<file path="src/rtl/dm_store_buffer.sv">
// Posted-write store buffer between MEM-stage stores/loads and the single-port data memory.
// Define DM_SB_FWD_EN to forward loads from queued stores; otherwise matching loads stall until drained.
module dm_store_buffer #(
  parameter int unsigned DEPTH = 4,
  parameter int unsigned PTR_W = 2
) (
  input  logic             clk,
  input  logic             reset,
  input  logic             st_valid,
  output logic             st_ready,
  input  logic [31:0]      st_addr,
  input  logic [31:0]      st_data,
  input  logic [31:0]      st_pc,
  input  logic             ld_valid,
  output logic             ld_ready,
  input  logic [31:0]      ld_addr,
  output logic [31:0]      ld_data,
  output logic             ld_hit,
  output logic             dm_MemWrite,
  output logic [31:0]      dm_addr,
  output logic [31:0]      dm_writeData,
  output logic [31:0]      dm_PC,
  input  logic [31:0]      dm_readData,
  input  logic             flush_req,
  output logic             flush_done,
  output logic [PTR_W:0]   count,
  output logic             empty,
  output logic             full
);

  localparam int unsigned CNT_W = PTR_W + 1;

  typedef struct packed {
    logic [31:0] addr;
    logic [31:0] data;
    logic [31:0] pc;
  } entry_t;

  typedef enum logic [1:0] {
    S_NORMAL = 2'd0,
    S_FLUSH  = 2'd1,
    S_DONE   = 2'd2
  } state_t;

  entry_t             entries [DEPTH];
  logic [DEPTH-1:0]   valid_q;
  logic [PTR_W-1:0]   wr_ptr;
  logic [PTR_W-1:0]   rd_ptr;
  logic [CNT_W-1:0]   count_q;
  state_t             state;
  state_t             state_nxt;

  logic               push;
  logic               pop;
  logic               any_match;
  logic               ld_block;
  entry_t             head;

  assign count      = count_q;
  assign empty      = (count_q == '0);
  assign full       = (count_q == CNT_W'(DEPTH));
  assign st_ready   = !full && (state == S_NORMAL);
  assign flush_done = (state == S_DONE);
  assign push       = st_valid && st_ready;
  assign pop        = dm_MemWrite;
  assign head       = entries[rd_ptr];

`ifdef DM_SB_FWD_EN
  logic [31:0] fwd_data;

  // Walk oldest to youngest so the youngest matching store wins.
  always_comb begin
    any_match = 1'b0;
    fwd_data  = '0;
    for (int i = 0; i < int'(DEPTH); i++) begin
      if (valid_q[rd_ptr + PTR_W'(i)] &&
          entries[rd_ptr + PTR_W'(i)].addr[31:2] == ld_addr[31:2]) begin
        any_match = 1'b1;
        fwd_data  = entries[rd_ptr + PTR_W'(i)].data;
      end
    end
  end

  assign ld_block = 1'b0;
  assign ld_hit   = ld_valid && any_match;
  assign ld_data  = any_match ? fwd_data : dm_readData;
`else
  // Any word-address match means dm is stale for this load.
  always_comb begin
    any_match = 1'b0;
    for (int i = 0; i < int'(DEPTH); i++) begin
      if (valid_q[i] && entries[i].addr[31:2] == ld_addr[31:2]) begin
        any_match = 1'b1;
      end
    end
  end

  assign ld_block = ld_valid && any_match;
  assign ld_hit   = 1'b0;
  assign ld_data  = dm_readData;
`endif

  // Memory port arbitration: full buffer or blocked load forces a drain, else loads win.
  always_comb begin
    dm_MemWrite  = 1'b0;
    dm_addr      = '0;
    dm_writeData = '0;
    dm_PC        = '0;
    ld_ready     = !full && !ld_block;
    if (full || ld_block) begin
      dm_MemWrite  = 1'b1;
      dm_addr      = head.addr;
      dm_writeData = head.data;
      dm_PC        = head.pc;
    end else if (ld_valid) begin
      dm_addr      = ld_addr;
    end else if (!empty) begin
      dm_MemWrite  = 1'b1;
      dm_addr      = head.addr;
      dm_writeData = head.data;
      dm_PC        = head.pc;
    end
  end

  // Flush sequencing.
  always_comb begin
    state_nxt = state;
    case (state)
      S_NORMAL: if (flush_req) state_nxt = S_FLUSH;
      S_FLUSH:  if (empty)     state_nxt = S_DONE;
      S_DONE:                  state_nxt = S_NORMAL;
      default:                 state_nxt = S_NORMAL;
    endcase
  end

  always_ff @(posedge clk or negedge reset) begin
    if (!reset) begin
      state <= S_NORMAL;
    end else begin
      state <= state_nxt;
    end
  end

  // Queue control: pointers, occupancy and valid bits.
  always_ff @(posedge clk or negedge reset) begin
    if (!reset) begin
      wr_ptr  <= '0;
      rd_ptr  <= '0;
      count_q <= '0;
      valid_q <= '0;
    end else begin
      if (push) begin
        wr_ptr          <= wr_ptr + PTR_W'(1);
        valid_q[wr_ptr] <= 1'b1;
      end
      if (pop) begin
        rd_ptr          <= rd_ptr + PTR_W'(1);
        valid_q[rd_ptr] <= 1'b0;
      end
      case ({push, pop})
        2'b10:   count_q <= count_q + CNT_W'(1);
        2'b01:   count_q <= count_q - CNT_W'(1);
        default: count_q <= count_q;
      endcase
    end
  end

  // Payload storage is qualified by valid_q, so it needs no reset.
  always_ff @(posedge clk) begin
    if (push) begin
      entries[wr_ptr] <= '{addr: st_addr, data: st_data, pc: st_pc};
    end
  end

endmodule

</file>
<file path="config.mk">
export PLATFORM = sky130hd
export DESIGN_NAME = dm_store_buffer
export DESIGN_NICKNAME = d
export VERILOG_FILES = /design/src/rtl/dm_store_buffer.sv
export SDC_FILE = /design/constraint.sdc
export NUM_CORES = 1
export LEC_CHECK = 0
export ABC_AREA = 1
export ABC_CLOCK_PERIOD_IN_PS = 6400
export CORE_MARGIN = 4
export CORE_UTILIZATION = 54
export CTS_CLUSTER_SIZE = 25
export DETAILED_ROUTE_END_ITERATION = 10
export PLACE_DENSITY = 0.88
export SKIP_LAST_GASP = 1
export SYNTH_ARGS = -nofsm -noshare
export SYNTH_HDL_FRONTEND = slang
export SYNTH_SLANG_ARGS = --single-unit
</file>
<file path="constraint.sdc">
create_clock -name clk -period 6.4 [get_ports clk]
set_input_delay 1.92 -clock clk [delete_from_list [all_inputs] [get_ports clk]]
set_output_delay 1.92 -clock clk [all_outputs]
set_load 0.02 [all_outputs]
</file>
======== Yosys cells after proc, flatten, opt, wreduce, memory -nomap -nowiden ========
Memory sizes are Yosys's and may differ from the RTL's.
Cells that the tools add are included.
operators by class
  reductions and logical operators ........ 17
  equality and inequality tests ........... 11
  multiplexer cells ....................... 28
  bitwise operators ....................... 3
  add/subtract/negate cells ............... 4
  order comparisons ....................... 4
operators by type and width
  operator                                                            number
  2-to-1 mux 32 bit                                                   9
  equality test 30 bit                                                4
  2-to-1 mux 1 bit                                                    11
  logical AND 1 bit                                                   10
  2-to-1 mux 4 bit                                                    2
  less-than comparator 2 x 3 -> 1 bit (second input constant)         2
  case mux 3 bit (2 select lines)                                     1
  adder 2 x 1 -> 2 bit (second input constant)                        2
  AND 4 bit                                                           1
  demux 1 bit (select 2 bit)                                          2
  equality test 2 x 1 -> 1 bit (second input constant)                2
  equality test 2 bit (second input constant)                         2
  greater-or-equal comparator 2 x 1 -> 1 bit (second input constant)  2
  2-to-1 mux 2 bit                                                    2
  != test 2 bit (second input constant)                               2
  NOT 4 bit                                                           1
  OR 4 bit                                                            1
  case mux 2 bit (2 select lines)                                     1
  adder 3 x 1 -> 3 bit (second input constant)                        1
  equality test 3 bit (second input constant)                         1
  logical NOT 3 bit                                                   1
  subtractor 3 x 1 -> 3 bit (second input constant)                   1
  logical NOT 1 bit                                                   2
  logical NOT 2 bit                                                   1
  3 further kinds                                                     3
word-level totals
  output and inout port bits .............. 138
  RAM bits ................................ 384
  memories kept ........................... 1
  flip-flop bits (word level) ............. 13
  logic and storage cells ................. 73
memories
  memory   words  bits a word  rd ports  clocked after memory_dff  write ports  RTL line  RTL
  entries  4      96           5         0                         1            45        entry_t entries [DEPTH];

======== Depth between registers and ports, before layout ========
An unclocked memory read counts as a cell.
  word-level depth ........................ 12
  mapped depth ............................ 20

======== Least setup slack after synthesis ========
Ideal clock, no wire load.
  kind .................................... in2reg
  start point ............................. input port st_valid
  end point ............................... register valid_q[0]
  library setup time ...................... 77 ps
  path buffers ............................ 0
  arrival ................................. 6807 ps
  path slack .............................. -485 ps
  stages .................................. 5
  path through ............................ nand2_1 -> nor2_1 -> or2_2 -> inv_1 -> a21oi_1
on the way
  longest elaborated chain between the ends .. 4
RTL lines
  item                            RTL line  RTL
  start: declaration              9         input logic st_valid,
  logical AND 1 bit (*)           64        assign push = st_valid && st_ready;
  2-to-1 mux 4 bit (*)            152       if (push) begin
  AND 4 bit (no source line)      n/a
  2-to-1 mux 4 bit (*)            156       if (pop) begin
  end signal: assignment          150       valid_q <= '0;
  end signal: indexed assignment  154       valid_q[wr_ptr] <= 1'b1;
  end signal: indexed assignment  158       valid_q[rd_ptr] <= 1'b0;
  end: declaration                46        logic [DEPTH-1:0] valid_q;
Every way passes the cells marked *; elsewhere a longest branch is shown, timed or not.
A chain may end at the register's enable or synchronous reset.

======== Final worst setup path ========
  start point ............................. input port ld_addr[13]
  end point ............................... output port dm_PC[29]
on the way
  longest elaborated chain between the ends .. 9
RTL lines
  item                            RTL line  RTL
  start: declaration              16        input logic [31:0] ld_addr,
  equality test 30 bit            92        if (valid_q[i] && entries[i].addr[31:2] == ld_addr[31:2]) begin
  logical AND 1 bit               92
  2-to-1 mux 1 bit (3 in series)  92
  2-to-1 mux 1 bit (*)            92
  logical AND 1 bit (*)           98        assign ld_block = ld_valid && any_match;
  logical OR 1 bit (*)            110       if (full || ld_block) begin
  2-to-1 mux 32 bit (*)           110
  end: declaration                22        output logic [31:0] dm_PC,
Marked as above.

==> qor.yml <==
worst_ir_drop_vdd_uv: 396
synth_cells: 1855
drt_wl_total_mm: 53.4
clkTransAtPathRegs_ps: 60
drv_slew: 0
worst_slew_pin_slew_ps: 970
min_from: "count[2]"
drt_iter0_drc: 1308
fp-row-count: 67
critPathLaunch: "ld_addr[13]"
io_pins: 303
numPortBuffers: 237
cts_hold_buffers: 0
ant_nets: 0
synth.cell_area_sq_um: 18300
syn_nets: 2030
leakagePower_uw: 0.00959
routed_via_density: 5.61
grt_antenna_before_repair: 4
place_ws_ps: -399
cp.required_ps: 4480
setup_slack_ps: 99.1
fmax_mhz: 159
clock_skew_ps: 24.7
drive_above_1_share_pct: 10.1
syn_avg_cell_area_sq_um: 9.86
fin_crit_sh_pct: 98.5
initial_core_util_pct: 54.7
dpl.hpwl_mm: 34.8
hold_class: "register to register"
ys_seq_elements: 397
syn_to_final_growth_pct: 22.8
rsz0062_at_grt: "true"
grt_pass1_wl_mm: 79.5
track_usage_pct: 28.1
num-nets-final: 2262
status: "finished clean"
die-area_sq_um: 36900
core_area_sq_um: 33400
period_minus_slack_ps: 6300
instances_no_fill: 2572
clk_latency_ps: 540
worstSetupPathType: "primary input to output port"
drc: 0
r2r-start: "entries[0][88]"
dpl.cell_count: 2486
wl_per_cell_microns: 20.8
crit_arrival_ps: 4380
hold_viol_final: 0
grt_max_degree: 98
fin_setup_tns_ps: 0
cap_violations: 0
clock_sinks: 397
tritoncts: "built"
start_kind: "primary input"
htreeDepth: 2
yosysUniqueCellTypes: 27
die_x_microns: 192
place_congestion: 0.967
power.density_nw_per_um2: 427
worstSetupEndpointType: "output port"
numCtsBuffers: 41
max-slew-margin-rel_pct: 35.3
critPathMaxFanout: 23
die_h_microns: 192
grt_pass1_vias: 14252
root_buffer: "clkbuf_16"
setup_viol: 0
grt_overflow: 0
yosysWarningCount: 0
clk_path_buf_depth: 3
dr.pass1.iters: 6
seq_area_frac_synth_pct: 64.8
vias: 14420
-- cell families (layout without fill, tap and decap cells) --
kind of cell	count (synthesis)	count (layout)	synth area share (%)
flip-flops	397	397	64.8
buffers and inverters	323	587	7.47
other	1	6	0.0205
XOR/XNOR	11	11	0.527
AND/OR/NAND/NOR	763	763	16.3
adder cells (fa/ha/maj)	10	10	0.725
AO/OA/AOI/OAI	350	350	10.1
-- cell usage after synthesis --
| cell type | number | area share, % |
|---|---|---|
| fa_1 | 1 | 0.11 |
| o21ai_1 | 5 | 0.14 |
| nand3_1 | 8 | 0.22 |
| nor3_1 | 2 | 0.055 |
| xnor2_1 | 9 | 0.43 |
| or2_2 | 3 | 0.10 |
| buf_2 | 12 | 0.33 |
| a21oi_1 | 57 | 1.6 |
| nand4_1 | 30 | 1.0 |
| clkbuf_1 | 69 | 1.4 |
| nand2_1 | 463 | 9.5 |
| nor2_1 | 254 | 5.2 |
| edfxtp_1 | 384 | 63 |
| dfrtp_1 | 13 | 1.8 |
| buf_4 | 33 | 1.4 |
| ha_1 | 9 | 0.62 |
| nand2_2 | 1 | 0.034 |
| inv_1 | 182 | 3.7 |
| nand3_4 | 1 | 0.096 |
| conb_1 | 1 | 0.021 |
| xor2_1 | 2 | 0.096 |
| inv_2 | 24 | 0.49 |
| buf_6 | 2 | 0.12 |
| o21ai_0 | 212 | 5.8 |
| nand2_4 | 1 | 0.062 |
| o22ai_1 | 76 | 2.6 |
| buf_1 | 1 | 0.021 |
-- state kept, by name, indices dropped and copies added, names as in the netlist --
name	cells
count	3
valid_q	4
state	2
entries	384
wr_ptr	2
rd_ptr	2
-- routing by layer --
metal	track usage (%)	part of all wire, %
met1	35.4	37
met2	47.5	49
met3	5.45	9.4
met4	12.5	4.8
met5	0	0.084
-- area by class of cell --
| type | count | area [sq um] |
|---|---|---|
| Fill cell | 2371 | 11000 |
| Clock inverter | 24 | 223 |
| Multi-Input combinational cell | 1135 | 5130 |
| Antenna cell | 5 | 12.5 |
| Timing Repair Buffer | 306 | 2830 |
| Tap cell | 448 | 561 |
| Inverter | 206 | 778 |
| Clock buffer | 51 | 1060 |
| Sequential cell | 397 | 11900 |
-- path summary, 6_finish.rpt --
kind                               to  slack [ps]  depth (start not counted)
min in group asynchronous  valid_q[3]        1840                          1
min reg2reg                  state[1]         500                          1
max reg2reg                  count[2]        3220                         18
min                          state[1]         500                          1
max                         dm_PC[29]         100                         17
max in group asynchronous   rd_ptr[0]        3990                          1
-- report_power, final --
group          leakage [uW]  switching (uW)  internal [uW]
Combinational       0.00533            2620           1270
Sequential          0.00363             179           3240
Clock              0.000618             972           1310
Total               0.00959            3770           5820
-- placed cells by master (no fill, tap or decap), types with 5 or more instances in the layout --
master,instances
nand2_1,461
clkdlybuf4s15_1,5
o21ai_1,10
nand4_1,30
buf_4,65
clkbuf_16,41
inv_2,26
clkbuf_1,10
dlymetal6s2s_1,34
a21oi_1,57
clkdlybuf4s50_1,122
o21ai_0,206
ha_1,9
clkbuf_2,38
clkinv_1,8
edfxtp_1,384
o22ai_1,76
nor2_1,247
clkinv_2,6
xnor2_1,8
dfrtp_1,11
dlygate4sd2_1,35
nand3_1,7
inv_1,179
diode_2,5
-- what timing repair did --
action / 4_1_cts / 5_1_grt
setup endpoints to repair: 98 / 97
pin swaps: 0 / 3
gates cloned: 2 / 0
setup buffers: 1 / 3
hold endpoints to repair: 0 / 0
resized for setup: 87 / 130
-- metrics by stage --
step / total power [uW] / instance area (sq um) / hold WS (ps) / util [%]
finish: 9580 / 22500 / 502 / 67.1
global route: 10100 / 22500 / 504 / 67.1
CTS: 9630 / 22400 / 501 / 67.1
detailed placement: 7470 / 21200 / 493 / 63.3
global placement: 7340 / 21200 / 468 / 63.3
floorplan: 5820 / 18300 / 495 / -
-- critical path, cell delays in order --
cell and delay (ps):
clkdlybuf4s50_1 470, nand2_1 110, o21ai_0 80, buf_4 150
nor2_1 150, nand2_1 130, nor2_1 100, nand2_1 70
nor2_1 80, nor2_1 60, nand2_2 90, nand2_4 60
nand3_4 130, buf_12 210, nand2_1 130, inv_1 80
dlygate4sd2_1 340
(Power assumes the default switching activity.)
